<file path="config.mk">
export PLATFORM = sky130hd
export DESIGN_NAME = pong_draw_arbiter
export DESIGN_NICKNAME = d
export VERILOG_FILES = /design/src/rtl/pong_draw_arbiter.sv
export SDC_FILE = /design/constraint.sdc
export NUM_CORES = 1
export LEC_CHECK = 0
export ABC_AREA = 1
export BUFFER_PORTS_ARGS = -buffer_cell sky130_fd_sc_hd__buf_4
export CAP_MARGIN = 25
export CORE_MARGIN = 1
export CORE_UTILIZATION = 50
export CTS_CLUSTER_SIZE = 40
export DETAILED_ROUTE_END_ITERATION = 6
export PLACE_DENSITY = 0.83
export REMOVE_ABC_BUFFERS = 1
export SETUP_SLACK_MARGIN = 0.02
export SYNTH_ARGS = -nofsm -noshare
export SYNTH_HDL_FRONTEND = slang
export SYNTH_SLANG_ARGS = --single-unit
</file>
<file path="constraint.sdc">
create_clock -name clock -period 2.6 [get_ports clock]
set_input_delay 0.39 -clock clock [delete_from_list [all_inputs] [get_ports clock]]
set_output_delay 0.39 -clock clock [all_outputs]
set_load 0.005 [all_outputs]
</file>
<file path="src/rtl/pong_draw_arbiter.sv">
// Round-robin arbiter sharing the VGA adapter write port among paddle 0,
// paddle 1 and the ball. The served sprite's old rectangle is erased, then its
// new rectangle is drawn, one pixel per clock. Every output is registered.
module pong_draw_arbiter #(
    parameter int unsigned W0        = 4,
    parameter int unsigned H0        = 32,
    parameter int unsigned W1        = 4,
    parameter int unsigned H1        = 32,
    parameter int unsigned W2        = 4,
    parameter int unsigned H2        = 4,
    parameter logic [2:0]  FG_COLOUR = 3'b111,
    parameter logic [2:0]  BG_COLOUR = 3'b000
) (
    input  logic        clock,
    input  logic        reset,
    input  logic [2:0]  req,
    input  logic [26:0] old_x,
    input  logic [23:0] old_y,
    input  logic [26:0] new_x,
    input  logic [23:0] new_y,
    output logic [2:0]  grant,
    output logic [2:0]  done,
    output logic        busy,
    output logic [8:0]  x,
    output logic [7:0]  y,
    output logic [2:0]  colour,
    output logic        plot
);

    localparam int unsigned XW = 9;
    localparam int unsigned YW = 8;
    localparam logic [XW-1:0] WM1_0 = XW'(W0 - 1);
    localparam logic [YW-1:0] HM1_0 = YW'(H0 - 1);
    localparam logic [XW-1:0] WM1_1 = XW'(W1 - 1);
    localparam logic [YW-1:0] HM1_1 = YW'(H1 - 1);
    localparam logic [XW-1:0] WM1_2 = XW'(W2 - 1);
    localparam logic [YW-1:0] HM1_2 = YW'(H2 - 1);
    localparam logic [XW:0]   X_LIMIT = (XW+1)'(320);
    localparam logic [YW:0]   Y_LIMIT = (YW+1)'(240);

    typedef enum logic [2:0] {
        S_IDLE  = 3'd0,
        S_LATCH = 3'd1,
        S_ERASE = 3'd2,
        S_DRAW  = 3'd3,
        S_DONE  = 3'd4
    } state_t;

    state_t          state_q, state_d;
    logic [1:0]      ptr_q, ptr_d, sel_q, sel_d;
    logic [XW-1:0]   ox_q, ox_d, nx_q, nx_d, wm1_q, wm1_d, dx_q, dx_d;
    logic [YW-1:0]   oy_q, oy_d, ny_q, ny_d, hm1_q, hm1_d, dy_q, dy_d;
    logic [2:0]      grant_d, done_d, colour_d;
    logic            busy_d, plot_d;
    logic [XW-1:0]   x_d;
    logic [YW-1:0]   y_d;

    // Coordinates and size of the currently selected requester
    logic [XW-1:0]   in_ox, in_nx, in_wm1;
    logic [YW-1:0]   in_oy, in_ny, in_hm1;
    logic            in_same, last_pix;

    // First set request bit searching upward from the pointer, mod 3
    function automatic logic [1:0] rr_pick(input logic [1:0] p, input logic [2:0] r);
        logic [1:0] a, b, c;
        case (p)
            2'd1:    begin a = 2'd1; b = 2'd2; c = 2'd0; end
            2'd2:    begin a = 2'd2; b = 2'd0; c = 2'd1; end
            default: begin a = 2'd0; b = 2'd1; c = 2'd2; end
        endcase
        if (r[a])      return a;
        else if (r[b]) return b;
        else           return c;
    endfunction

    // Select coordinate fields and rectangle size of the served sprite
    always_comb begin
        in_ox  = old_x[8:0];
        in_oy  = old_y[7:0];
        in_nx  = new_x[8:0];
        in_ny  = new_y[7:0];
        in_wm1 = WM1_0;
        in_hm1 = HM1_0;
        case (sel_q)
            2'd1: begin
                in_ox  = old_x[17:9];
                in_oy  = old_y[15:8];
                in_nx  = new_x[17:9];
                in_ny  = new_y[15:8];
                in_wm1 = WM1_1;
                in_hm1 = HM1_1;
            end
            2'd2: begin
                in_ox  = old_x[26:18];
                in_oy  = old_y[23:16];
                in_nx  = new_x[26:18];
                in_ny  = new_y[23:16];
                in_wm1 = WM1_2;
                in_hm1 = HM1_2;
            end
            default: ;
        endcase
        in_same  = (in_ox == in_nx) && (in_oy == in_ny);
        last_pix = (dx_q == wm1_q) && (dy_q == hm1_q);
    end

    // State register
    always_ff @(posedge clock or posedge reset) begin
        if (reset) state_q <= S_IDLE;
        else       state_q <= state_d;
    end

    // Next-state logic
    always_comb begin
        state_d = state_q;
        case (state_q)
            S_IDLE:  if (req != 3'b000) state_d = S_LATCH;
            S_LATCH: state_d = in_same ? S_DRAW : S_ERASE;
            S_ERASE: if (last_pix) state_d = S_DRAW;
            S_DRAW:  if (last_pix) state_d = S_DONE;
            S_DONE:  state_d = S_IDLE;
            default: state_d = S_IDLE;
        endcase
    end

    // Output and datapath next values; pixel outputs come from the next scan position
    always_comb begin
        logic [XW-1:0] bx;
        logic [YW-1:0] by;
        logic [2:0]    col;
        logic          pix_en;
        logic [XW:0]   xs;
        logic [YW:0]   ys;

        grant_d  = 3'b000;
        done_d   = 3'b000;
        busy_d   = (state_d != S_IDLE);
        plot_d   = 1'b0;
        x_d      = x;
        y_d      = y;
        colour_d = colour;
        ptr_d    = ptr_q;
        sel_d    = sel_q;
        ox_d     = ox_q;
        oy_d     = oy_q;
        nx_d     = nx_q;
        ny_d     = ny_q;
        wm1_d    = wm1_q;
        hm1_d    = hm1_q;
        dx_d     = dx_q;
        dy_d     = dy_q;
        bx       = nx_q;
        by       = ny_q;
        col      = FG_COLOUR;
        pix_en   = 1'b0;

        case (state_q)
            S_IDLE: begin
                if (req != 3'b000) begin
                    sel_d   = rr_pick(ptr_q, req);
                    grant_d = 3'(3'b001 << sel_d);
                end
            end
            S_LATCH: begin
                ox_d   = in_ox;
                oy_d   = in_oy;
                nx_d   = in_nx;
                ny_d   = in_ny;
                wm1_d  = in_wm1;
                hm1_d  = in_hm1;
                dx_d   = '0;
                dy_d   = '0;
                pix_en = 1'b1;
                if (in_same) begin
                    bx  = in_nx;
                    by  = in_ny;
                    col = FG_COLOUR;
                end else begin
                    bx  = in_ox;
                    by  = in_oy;
                    col = BG_COLOUR;
                end
            end
            S_ERASE: begin
                pix_en = 1'b1;
                if (last_pix) begin
                    dx_d = '0;
                    dy_d = '0;
                    bx   = nx_q;
                    by   = ny_q;
                    col  = FG_COLOUR;
                end else begin
                    if (dx_q == wm1_q) begin
                        dx_d = '0;
                        dy_d = dy_q + YW'(1);
                    end else begin
                        dx_d = dx_q + XW'(1);
                    end
                    bx  = ox_q;
                    by  = oy_q;
                    col = BG_COLOUR;
                end
            end
            S_DRAW: begin
                if (last_pix) begin
                    done_d = 3'(3'b001 << sel_q);
                end else begin
                    pix_en = 1'b1;
                    if (dx_q == wm1_q) begin
                        dx_d = '0;
                        dy_d = dy_q + YW'(1);
                    end else begin
                        dx_d = dx_q + XW'(1);
                    end
                end
            end
            S_DONE: begin
                ptr_d = (sel_q == 2'd2) ? 2'd0 : sel_q + 2'd1;
            end
            default: ;
        endcase

        // Sum one bit wider so off-screen pixels can be suppressed
        xs = {1'b0, bx} + {1'b0, dx_d};
        ys = {1'b0, by} + {1'b0, dy_d};
        if (pix_en) begin
            x_d      = xs[XW-1:0];
            y_d      = ys[YW-1:0];
            colour_d = col;
            plot_d   = (xs < X_LIMIT) && (ys < Y_LIMIT);
        end
    end

    // Datapath and output registers
    always_ff @(posedge clock or posedge reset) begin
        if (reset) begin
            ptr_q  <= 2'd0;
            sel_q  <= 2'd0;
            ox_q   <= '0;
            oy_q   <= '0;
            nx_q   <= '0;
            ny_q   <= '0;
            wm1_q  <= '0;
            hm1_q  <= '0;
            dx_q   <= '0;
            dy_q   <= '0;
            grant  <= 3'b000;
            done   <= 3'b000;
            busy   <= 1'b0;
            x      <= '0;
            y      <= '0;
            colour <= 3'b000;
            plot   <= 1'b0;
        end else begin
            ptr_q  <= ptr_d;
            sel_q  <= sel_d;
            ox_q   <= ox_d;
            oy_q   <= oy_d;
            nx_q   <= nx_d;
            ny_q   <= ny_d;
            wm1_q  <= wm1_d;
            hm1_q  <= hm1_d;
            dx_q   <= dx_d;
            dy_q   <= dy_d;
            grant  <= grant_d;
            done   <= done_d;
            busy   <= busy_d;
            x      <= x_d;
            y      <= y_d;
            colour <= colour_d;
            plot   <= plot_d;
        end
    end

endmodule

</file>
# Word level (Yosys, flattened, before mapping)
# Cells that the tools add are included.
[op_classes]
n_addsub = 5
order_cmp = 4
n_eq_ne = 12
shift = 2
n_mux = 50
n_reduce_logical = 8
[op_table]
columns = ["cell", "n"]
rows = [
  ["$pmux 9 s2", 3],
  ["$pmux 8 s2", 3],
  ["$mux 9", 5],
  ["$mux 8", 5],
  ["$mux 3", 9],
  ["$pmux 9 s3", 1],
  ["$pmux 8 s3", 1],
  ["$mux 2", 9],
  ["$eq 8x8->1", 2],
  ["$pmux 2 s2", 3],
  ["$pmux 3 s4", 1],
  ["$add 9x9->10", 1],
  ["$lt 10x9->1 const B", 1],
  ["$add 8x8->9", 1],
  ["$add 9x1->9 const B", 1],
  ["$eq 9x2->1", 1],
  ["$eq 9x9->1", 1],
  ["$lt 9x8->1 const B", 1],
  ["$add 8x1->8 const B", 1],
  ["$eq 3x2->1 const B", 2],
  ["$lt 2x3->1 const B", 2],
  ["$pmux 3 s2", 1],
  ["$reduce_bool 3->1", 2],
  ["$shl 1x2->3 const A", 2],
  ["other kinds (13)", 22],
]
[word_totals]
ff_bits = 95
in_bits = 107
out_inout_bits = 28
word_cells = 99

# Longest topological paths before layout
# Gate-level depths: netlist of run 1.
[depth]
word_depth = 13
mapped_depth = 23
depth_no_buf = 23

# Worst setup path after synthesis of run 1
# OpenSTA, ideal clock, no wires.
[synth_timing]
kind = "reg-to-reg"
from = "register sel_q[0]"
to = "register plot"
setup_ns = 0.122
arrival_ns = 2.735
t_required_ns = 2.478
slack_ns = -0.257
path_stages_with_launch = 19
path_buffers = 2
period_less_slack_ns = 2.857
cell_sequence = "dfrtp_1 -> inv_1 -> ha_1 -> buf_2 -> buf_4 -> nand3_1 -> nand2_1 -> nor2_1 -> inv_1 -> a41oi_2 -> ha_1 -> inv_1 -> fa_1 -> inv_1 -> a31oi_1 -> xnor2_1 -> nand3_1 -> nor3_1 -> nor2_1"
[synth_via]
elab_chain_len = 10
word_cells_on_any_way = 19
classes_between = "add/sub (2); order compare (2); eq/ne (4); mux (9); reduce/logical (2)"
[synth_rtl]
columns = ["item", "line", "source"]
rows = [
  ["from (decl)", "50", "logic [1:0] ptr_q, ptr_d, sel_q, sel_d;"],
  ["from (signal assigned)", "256", "sel_q <= sel_d;"],
  ["$eq 2x2->1 / $eq 2x1->1 (equally long branches)", "84", "case (sel_q)"],
  ["$pmux 9 s2 / $pmux 8 s2 (equally long branches)", "84", ""],
  ["$eq 9x9->1 / $eq 8x8->1 (equally long branches)", "103", "in_same = (in_ox == in_nx) && (in_oy == in_ny);"],
  ["$logic_and 1x1->1", "103", ""],
  ["$mux 9 / $mux 8 (equally long branches)", "174", "if (in_same) begin"],
  ["$pmux 9 s2 / $pmux 8 s2 (equally long branches)", "157", "case (state_q)"],
  ["$add 9x9->10 / $add 8x8->9 (equally long branches)", "224, 225", ""],
  ["$lt 10x9->1 / $lt 9x8->1 (equally long branches)", "230", "plot_d = (xs < X_LIMIT) && (ys < Y_LIMIT);"],
  ["$logic_and 1x1->1 (*)", "230", ""],
  ["$mux 1 (*)", "226", "if (pix_en) begin"],
  ["named net plot_d", "54", "logic busy_d, plot_d;"],
  ["to (signal assigned)", "271", "plot <= plot_d;"],
  ["to (decl)", "27", "output logic plot"],
]
# Mark *: on every way through the listed nets, which the timed path passes. The rest lies on a longest branch.
# A chain may end at the register's enable or synchronous reset.

# Final worst setup path of run 1
[layout_timing]
from = "register dx_q[7]"
to = "register plot"
[layout_via]
elab_chain_len = 8
word_cells_on_any_way = 23
classes_between = "add/sub (3); order compare (2); eq/ne (1); mux (15); reduce/logical (2)"
[layout_rtl]
columns = ["item", "line", "source"]
rows = [
  ["from (decl)", "51", "logic [XW-1:0] ox_q, ox_d, nx_q, nx_d, wm1_q, wm1_d, dx_q, dx_d;"],
  ["from (signal assigned)", "245", "dx_q <= '0;"],
  ["from (signal assigned)", "263", "dx_q <= dx_d;"],
  ["$add 9x1->9 / $eq 9x2->1 (equally long branches)", "-", ""],
  ["$mux 9, or another cell as far along", "193, 209", ""],
  ["$mux 9, or another cell as far along", "205", "if (last_pix) begin"],
  ["$pmux 9 s3, or another cell as far along", "157", ""],
  ["$add 9x9->10 / $add 8x8->9 (equally long branches)", "224, 225", ""],
  ["$lt 10x9->1 / $lt 9x8->1 (equally long branches)", "230", ""],
  ["$logic_and 1x1->1", "230", ""],
  ["$mux 1 (*)", "226", ""],
  ["named net plot_d", "54", ""],
]
# Marked as above.

==> flow_metrics.tcl, run 1 <==
set metrics [dict create \
    finalSetupTns_ns -3.96 \
    synthAdderAreaFrac 0.0597 \
    vias 7281 \
    syn-cell-area_mm2 0.00612 \
    grt.total_usage 0.299 \
    final_util 0.777 \
    core_area_mm2 0.0120 \
    die-height_um 113 \
    setup_slack_ns -0.531 \
    crit_chain "inv_1, nand3_1, nor2_2, nand2_2, inv_2, nand2_4, nor2_4, clkbuf_16, nand2_2, nand3_2, nor2_1, nor2_2, ha_4, nand2_1, inv_1, a21oi_2, xor2_1, nand2_1, nand2_1, nand3_2, nor2_1" \
    drtPass1Iterations 5 \
    layout-drive-gt1-share 0.402 \
    timing.final.crit_period_ns 3.13 \
    grt_pass1_wl_um 30400 \
    synth_compound_area_frac 0.123 \
    failed_checks "setup timing" \
    drtIter0Drc 762 \
    finClkSkew_ns 0.0126 \
    drc_errors 0 \
    peakVddDrop_mv 0.884 \
    routabilityCongestion 0.929 \
    antenna_found_initial 0 \
    rsz0062_at_grt "yes" \
    clockBufferDepth 2 \
    rows 40 \
    worstMarginPinSlew_ns 0.607 \
    hold_class "primary input to async pin" \
    avgSynthCellArea_um2 7.02 \
    leakagePower_nw 4.73 \
    synth_top_family_by_area "simple AND/OR/NAND/NOR gates" \
    place_ws_ns -0.425 \
    max_stage_delay_ns 0.41 \
    htree_levels 3 \
    grt_max_degree 53 \
    hold_buffers 0 \
    synth_xor_area_frac 0.0258 \
    cp_max_fo 6 \
    hold_viol_final 0 \
    insertion_delay_ns 0.35 \
    period_share 1.20 \
    max_freq_mhz 319 \
    syn2layout_area_growth_pct 52.0 \
    numCtsBuffers 9 \
    wl_per_cell_um 16.8 \
    critPathCaptureType "register" \
    grt_pass1_vias 6656 \
    maxCapViolCount 0 \
    syn_inst 871 \
    placedCellCount 1248 \
    n_antenna_cell 0 \
    critPathKind "register to register" \
    clkTransAtPathRegs_ns 0.07 \
    ant_nets 0 \
    cts_sinks 86 \
    die_x_um 113 \
    routed_wl_um 21700 \
    avgViaCountPerCell 5.64 \
    timing.critical_path.mode_cell "nand2_1" \
    worstSetupStartpointType "register" \
    setup_viol_count_final 14 \
    hpwl_um 13000 \
    critPathArrivalTime_ns 3.40 \
    cts_tree "done" \
    cts_root_buf "clkbuf_16" \
    synth_warnings 0 \
    synth_top_area_frac 0.352 \
    crit_required_ns 2.87 \
    grt_remaining_overflow 0 \
    synth_cell_types 42 \
    timing.final.max_slew_violations 0 \
    start_util 0.511 \
    synthTopCellsByArea "dfrtp_1 (35%), nand2_1 (18%), nand3_1 (6.9%)" \
    ys_ff_latch 86 \
    power.density_mw_per_mm2 1660 \
    hold_slack_ns 0.0925 \
    dieArea_mm2 0.0127 \
    port_buffers 134 \
    crit_path_top_delay_cell "dfrtp_1" \
    status "complete, but fails checks" \
    pin_count 135 \
    synthMuxAreaShare 0 \
    synth_top_area_cell "dfrtp_1" \
    seq_area_frac_synth 0.352 \
    final_net_count 1273 \
    fin_cells 1290 \
    synthSimpleGateAreaFrac 0.353 \
    relSlewSlack 0.595 \
]
metrics by stage:
| stage | instance area, µm² | power [mW] |
|---|---|---|
| 2_1_floorplan | 5910 | 7.44 |
| 3_3_place_gp | 8150 | 10.8 |
| 3_5_place_dp | 8150 | 11.1 |
| 4_1_cts | 8800 | 13.5 |
| 5_1_grt | 9300 | 16.4 |
| 6_report | 9300 | 15.5 |
metal layers:
metal,share of wire,track usage
met1,0.39,0.378
met4,0.046,0.106
met2,0.49,0.508
met3,0.079,0.0583
met5,0,0
cells by family after synthesis:
family,Yosys count
compound gates,119
xor+xnor,18
fa+ha+maj,28
flops,86
simple gates,500
buf+inv,120
timing repair:
item,CTS,global route
pin swaps,26,59
setup endpoints to repair,14,16
gates cloned,1,1
setup buffers,7,18
resized for setup,61,79
sequential cells by signal, summed over array words and instances (netlist names):
name     flops
colour       1
oy_q         8
sel_q        2
ptr_q        2
dx_q         9
y            8
nx_q         9
plot         1
grant        3
busy         1
state_q      3
ox_q         9
hm1_q        2
dy_q         8
ny_q         8
x            9
done         3
cells in the mapped netlist (all sizes together):
cell type    n
a211oi       1
a21o         3
a21oi       22
a22oi        1
a31oi        1
a32oi        1
a41oi        9
buf         33
clkbuf       2
dfrtp       86
fa           2
ha          26
inv         85
nand2      291
nand3       85
nand3b       2
nand4        9
nor2        80
nor3         6
nor4         1
o211ai       5
o21a         2
o21ai       65
o21bai       2
o221ai       1
o22ai        5
o32ai        1
or2         26
xnor2       10
xor2         8
layout make-up:
cell class,instances,area [µm²]
repair buffers,291,2320
clock inverters,7,103
flip-flops and latches,86,2150
multi-input cells,665,3990
well taps,147,184
fillers,738,2660
inverters,85,323
clock buffers,9,225
cells in the final DEF, fill, tap and decap left out, types with 11 or more instances in the layout:
master,instances
o21ai_1,19
nand2_1,269
dfrtp_1,85
o21ai_0,40
nand2_2,18
inv_1,56
ha_4,13
buf_4,275
nand3_1,71
nand3_2,13
ha_1,11
a21oi_1,13
inv_2,27
nor2_1,65
or2_2,15
path summary, 6_finish.rpt:
| kind | startpoint | to | slack (ns) | cells after the start |
|---|---|---|---|---|
| worst max-delay path | dx_q[7]$_DFF_PP0_ | plot$_DFF_PP0_ | -0.53 | 21 |
| worst min-delay path | reset | sel_q[0]$_DFFE_PP0P_ | 0.09 | 2 |
| worst max register to register | dx_q[7]$_DFF_PP0_ | plot$_DFF_PP0_ | -0.53 | 21 |
| worst min register to register | y[2]$_DFFE_PP0P_ | y[2]$_DFFE_PP0P_ | 0.49 | 2 |
| max in group asynchronous | reset | dx_q[3]$_DFF_PP0_ | 1.82 | 3 |
| min in group clock | new_y[5] | ny_q[5]$_DFFE_PP0P_ | 0.42 | 3 |
critical path, delay by kind of cell, from the launching register on:
family                   cells  cell delay, ns
XOR/XNOR                     1            0.22
flip-flops                   1            0.41
AO/OA/AOI/OAI                1            0.14
adder cells (fa/ha/maj)      1            0.27
AND/OR/NAND/NOR             14            1.50
buffers and inverters        4            0.49
where the power goes:
part | internal (mW) | switching, mW | total (mW)
combinational | 5.45 | 6.15 | 11.6
sequential | 1.95 | 0.448 | 2.40
clock | 0.857 | 0.603 | 1.46
(Power assumes the default switching activity.)
==> inputs of run 2 (changes only) <==
--- a/config.mk
+++ b/config.mk
@@ -13,6 +13,7 @@
 export CTS_CLUSTER_SIZE = 40
 export DETAILED_ROUTE_END_ITERATION = 6
 export PLACE_DENSITY = 0.83
+export RECOVER_POWER = 25
 export REMOVE_ABC_BUFFERS = 1
 export SETUP_SLACK_MARGIN = 0.02
 export SYNTH_ARGS = -nofsm -noshare
==> run 2 against run 1 <==
Compared with the run above: the flow finishes with violations (DRC, capacitance limit, slew limit, setup timing); first-iteration DRC count shrank 4.9%; combinational power is essentially flat; cell area shrank 0.16%; via count grew 0.54%; setup slack lost 0.021 ns; register-to-register slack lost 0.02 ns; die area is the same; global-route usage is the same; non-clock buffer count is the same.
==> flow_metrics.tcl, run 2 (synthesis gave the netlist of run 1 again) <==
set metrics [dict create \
    setup_viol_count_final 15 \
    power.density_mw_per_mm2 1670 \
    peakVddDrop_mv 0.887 \
    period_share 1.21 \
    highest_layer "met4" \
    dieArea_mm2 0.0127 \
    finClkSkew_ns 0.0127 \
    routed_wl_um 21800 \
    fin_cells 1290 \
    core_area_mm2 0.0120 \
    clkTransAtPathRegs_ns 0.07 \
    timing.final.crit_period_ns 3.15 \
    p_total_mw 15.5 \
    max_freq_mhz 317 \
    placedCellCount 1248 \
    startpoint "dx_q[7]$_DFF_PP0_" \
    wl_met1_um 8420 \
    leakagePower_nw 4.72 \
    drc_errors 1 \
    hold_class "primary input to async pin" \
    relSlewSlack -0.0000548 \
    critPathCaptureType "register" \
    numCtsBuffers 9 \
    worstSetupStartpointType "register" \
    rsz0062_at_grt "yes" \
    swShare 0.467 \
    syn2layout_area_growth_pct 51.8 \
    mostFrequentLayoutCells "buf_4 (274), nand2_1 (269), dfrtp_1 (85)" \
    r2r_slack_ns -0.55 \
    critPathKind "register to register" \
    vias 7320 \
    rows 40 \
    wl_per_cell_um 16.9 \
    hold_buffers 0 \
    setup_slack_ns -0.553 \
    maxCapViolCount 1 \
    timing.final.max_slew_violations 1 \
    drtIter0Drc 725 \
    power_frac_clock 0.094 \
    crit_required_ns 2.87 \
    cts_sinks 86 \
    cts_root_buf "clkbuf_16" \
    p_int_mw 8.26 \
    final_net_count 1273 \
    grt_pass1_vias 6656 \
    dr_wl_met2_um 10600 \
    p_comb_frac 0.751 \
    die_x_um 113 \
    pwr-share-seq 0.155 \
    critPathArrivalTime_ns 3.42 \
    drtPass1Iterations 7 \
    routabilityCongestion 0.929 \
    avgViaCountPerCell 5.67 \
    ant_nets 0 \
    wl_met3_um 1780 \
    htree_levels 3 \
    hpwl_um 13000 \
    worstReg2RegStart "dx_q[7]$_DFF_PP0_" \
    antenna_found_initial 0 \
    start_util 0.511 \
    die-height_um 113 \
    layout-drive-gt1-share 0.402 \
    final_common_cell "buf_4" \
    pin_count 135 \
    grt_max_degree 53 \
    cts_tree "done" \
    power.switching_mw 7.23 \
    failed_checks "DRC, capacitance limit, slew limit, setup timing" \
    fillers 740 \
    grt_pass1_wl_um 30400 \
    hold_viol_final 0 \
    worstMarginPinSlew_ns 1.49 \
    hold_slack_ns 0.381 \
    port_buffers 134 \
    insertion_delay_ns 0.35 \
    rr_endpoint "plot$_DFF_PP0_" \
    grt_remaining_overflow 0 \
    status "complete, but fails checks" \
    n_antenna_cell 0 \
    cp_max_fo 6 \
    grt.total_usage 0.299 \
    r2r_cells 21 \
    finalSetupTns_ns -4.21 \
    clockBufferDepth 2 \
]
[run 2: worst max path at each step]
| stage | slack (ns) | end |
|---|---|---|
| 2_1_floorplan | -1.09 | plot$_DFF_PP0_ |
| 5_1_grt | -0.67 | plot$_DFF_PP0_ |
| 4_1_cts | -0.25 | plot$_DFF_PP0_ |
| 3_5_place_dp | -0.42 | plot$_DFF_PP0_ |
| 3_3_place_gp | -0.36 | plot$_DFF_PP0_ |
| 6_report | -0.55 | plot$_DFF_PP0_ |
[run 2: layout make-up]
cell class	count	area, µm²	area share
repair buffers	291	2310	0.249
well taps	147	184	0.0198
multi-input cells	665	3990	0.429
inverters	85	323	0.0348
flip-flops and latches	86	2150	0.232
clock inverters	7	103	0.0111
clock buffers	9	225	0.0243
[run 2: layer usage]
metal	vias up	GRT usage
li1	3352	-
met1	3397	0.378
met2	456	0.508
met3	115	0.0583
met4	0	0.106
met5	-	0
[run 2: timing repair]
action,in CTS,in global routing
gates cloned,1,1
pin swaps,26,59
setup buffers,7,18
endpoints found under the setup margin,14,16
resized for setup,61,79
[run 2: per-stage QoR]
| step | cell area [µm²] | setup WS, ns | util |
|---|---|---|---|
| after global routing | 9280 | -0.671 | 0.776 |
| final | 9280 | -0.553 | 0.776 |
| after CTS | 8800 | -0.252 | 0.736 |
| after floorplan | 5910 | -1.09 | - |
| after global placement | 8150 | -0.358 | 0.681 |
| after detailed placement | 8150 | -0.425 | 0.681 |
[run 2: power by group through the flow]
stage | combinational (mW) | sequential [mW] | clock, mW
floorplan | 5.15 | 2.29 | 0
global placement | 8.49 | 2.31 | 0
detailed placement | 8.74 | 2.34 | 0
CTS | 9.69 | 2.33 | 1.44
global route | 12.5 | 2.44 | 1.50
finish | 11.6 | 2.39 | 1.46
[run 2: worst max-delay path, cell delays in order (launching register included)]
cell       delay, ns
dfrtp_1         0.41
inv_1           0.11
nand3_1         0.13
nor2_2          0.16
nand2_2         0.10
inv_2           0.09
nand2_4         0.09
nor2_4          0.21
clkbuf_16       0.20
nand2_2         0.05
nand3_2         0.05
nor2_1          0.05
nor2_2          0.24
ha_4            0.27
nand2_1         0.08
inv_1           0.09
a21oi_2         0.14
xor2_1          0.22
nand2_1         0.10
nand2_1         0.08
nand3_2         0.06
nor2_1          0.13
==> inputs of run 3 (changes only) <==
==> constraint.sdc (replaced) <==
create_clock -name clock -period 2.6 [get_ports clock]
set_input_delay 0.52 -clock clock [delete_from_list [all_inputs] [get_ports clock]]
set_output_delay 0.52 -clock clock [all_outputs]
set_load 0.005 [all_outputs]
==> run 3 against run 2 <==
Compared with the run above: first-iteration DRC count is 11% lower; highest routed layer unchanged; global-route usage grew 1.6 points; die area did not move; non-clock buffer count decreased by 1; the run ends with setup timing left; count of clock-buffer cells in the layout is 2 higher; critical path type unchanged; worst hold slack improved by 0.080 ns.
==> flow_metrics.tcl, run 3 (synthesis gave the netlist of run 1 again) <==
set metrics [dict create \
    htree_levels 3 \
    leakagePower_nw 4.70 \
    rsz0062_at_grt "yes" \
    p_int_mw 8.27 \
    drtIter0Drc 644 \
    drc_errors 0 \
    mostFrequentLayoutCells "nand2_1 (273), buf_4 (272), dfrtp_1 (85)" \
    timing.final.max_slew_violations 0 \
    layout-drive-gt1-share 0.394 \
    routed_wl_um 22000 \
    worstMarginPinSlew_ns 1.34 \
    port_buffers 134 \
    hold_viol_final 0 \
    crit_required_ns 2.88 \
    cts_root_buf "clkbuf_16" \
    crit_family "simple AND/OR/NAND/NOR gates" \
    max_stage_delay_ns 0.42 \
    clockBufferDepth 2 \
    power.switching_mw 7.19 \
    wl_per_cell_um 17.1 \
    critPathKind "register to register" \
    rows 40 \
    crit_chain "nand2_1, nand2_1, nand3_2, nor2_4, nand2_8, inv_6, nor2_4, buf_6, nand2_2, nand3_2, nor2_1, nor2_2, ha_4, inv_2, o21bai_1, buf_4, a21oi_2, xor2_1, nand2_1, nand2_1, nand3_1, nor2_1" \
    dieArea_mm2 0.0127 \
    startpoint "dy_q[0]$_DFF_PP0_" \
    insertion_delay_ns 0.35 \
    finClkSkew_ns 0.0101 \
    avgViaCountPerCell 5.66 \
    hold_class "primary input to async pin" \
    max_freq_mhz 314 \
    critPathArrivalTime_ns 3.47 \
    setup_viol_count_final 14 \
    hold_buffers 0 \
    crit_buf_inv 4 \
    grt.total_usage 0.315 \
    hpwl_um 13000 \
    antenna_found_initial 0 \
    failed_checks "setup timing" \
    grt_max_degree 55 \
    ant_nets 0 \
    maxCapViolCount 0 \
    swShare 0.465 \
    n_antenna_cell 0 \
    start_util 0.511 \
    die-height_um 113 \
    critPathCaptureType "register" \
    power.density_mw_per_mm2 1670 \
    p_total_mw 15.5 \
    peakVddDrop_mv 0.967 \
    core_area_mm2 0.0120 \
    grt_pass1_wl_um 31400 \
    cts_tree "done" \
    final_net_count 1272 \
    drtPass1Iterations 6 \
    worstSetupStartpointType "register" \
    pwr-share-seq 0.154 \
    grt_remaining_overflow 0 \
    final_common_cell "nand2_1" \
    crit_path_top_delay_cell "dfrtp_1" \
    setup_slack_ns -0.589 \
    cts_sinks 86 \
    fin_cells 1289 \
    relSlewSlack 0.104 \
    cp_max_fo 5 \
    grt_pass1_vias 6739 \
    vias 7294 \
    worstReg2RegStart "dy_q[0]$_DFF_PP0_" \
    period_share 1.23 \
    pin_count 135 \
    routabilityCongestion 0.917 \
    p_comb_frac 0.744 \
    timing.final.crit_period_ns 3.19 \
    clkTransAtPathRegs_ns 0.07 \
    numCtsBuffers 9 \
    syn2layout_area_growth_pct 51.1 \
    place_ws_ns -0.458 \
    status "complete, but fails checks" \
    placedCellCount 1250 \
    power_frac_clock 0.101 \
    die_x_um 113 \
    timing.critical_path.mode_cell "nand2_1" \
]
==> run 3: path summary, 6_finish.rpt <==
check	endpoint	slack [ns]	cells after the start
max in group asynchronous	hm1_q[3]$_DFFE_PP0P_	0.69	3
min in group clock	x[1]$_DFFE_PP0P_	0.48	2
worst min register to register	x[1]$_DFFE_PP0P_	0.48	2
worst max register to register	plot$_DFF_PP0_	-0.59	22
worst max-delay path	plot$_DFF_PP0_	-0.59	22
worst min-delay path	done[1]$_DFF_PP0_	0.46	2
==> run 3: repair_timing <==
item,CTS,global route
setup buffers,16,7
gates resized for setup,83,55
setup endpoints to repair,14,16
pin swaps,30,18
==> run 3: final cells by class <==
type | count | area, µm²
clock buffer | 11 | 253
clock inverter | 5 | 104
fill | 753 | 2720
inverter | 85 | 328
multi-input combinational | 665 | 3950
sequential | 86 | 2150
tap | 147 | 184
timing repair buffer | 290 | 2270
==> run 3: through the flow <==
step	setup TNS, ns	util	hold slack (ns)	instance area, µm²
after floorplan	-25.24	-	0.449	5910
after global placement	-2.35	0.681	0.464	8150
after detailed placement	-3.82	0.681	0.466	8150
after CTS	-1.34	0.748	0.229	8940
after global routing	-5.41	0.772	0.503	9240
final	-4.27	0.772	0.461	9240
==> run 3: power by group through the flow <==
| stage | logic [mW] | registers [mW] | clock network (mW) |
|---|---|---|---|
| 2_1_floorplan | 5.15 | 2.29 | 0 |
| 4_1_cts | 9.84 | 2.33 | 1.55 |
| 3_3_place_gp | 8.49 | 2.30 | 0 |
| 6_report | 11.5 | 2.39 | 1.57 |
| 5_1_grt | 12.3 | 2.44 | 1.61 |
| 3_5_place_dp | 8.74 | 2.32 | 0 |
==> run 3: metal layers <==
layer / up-vias / routed length (µm) / track usage
li1: 3342 / - / -
met1: 3352 / 8270 / 0.375
met2: 474 / 10700 / 0.532
met3: 126 / 1770 / 0.0729
met4: 0 / 1290 / 0.164
met5: - / 0 / 0
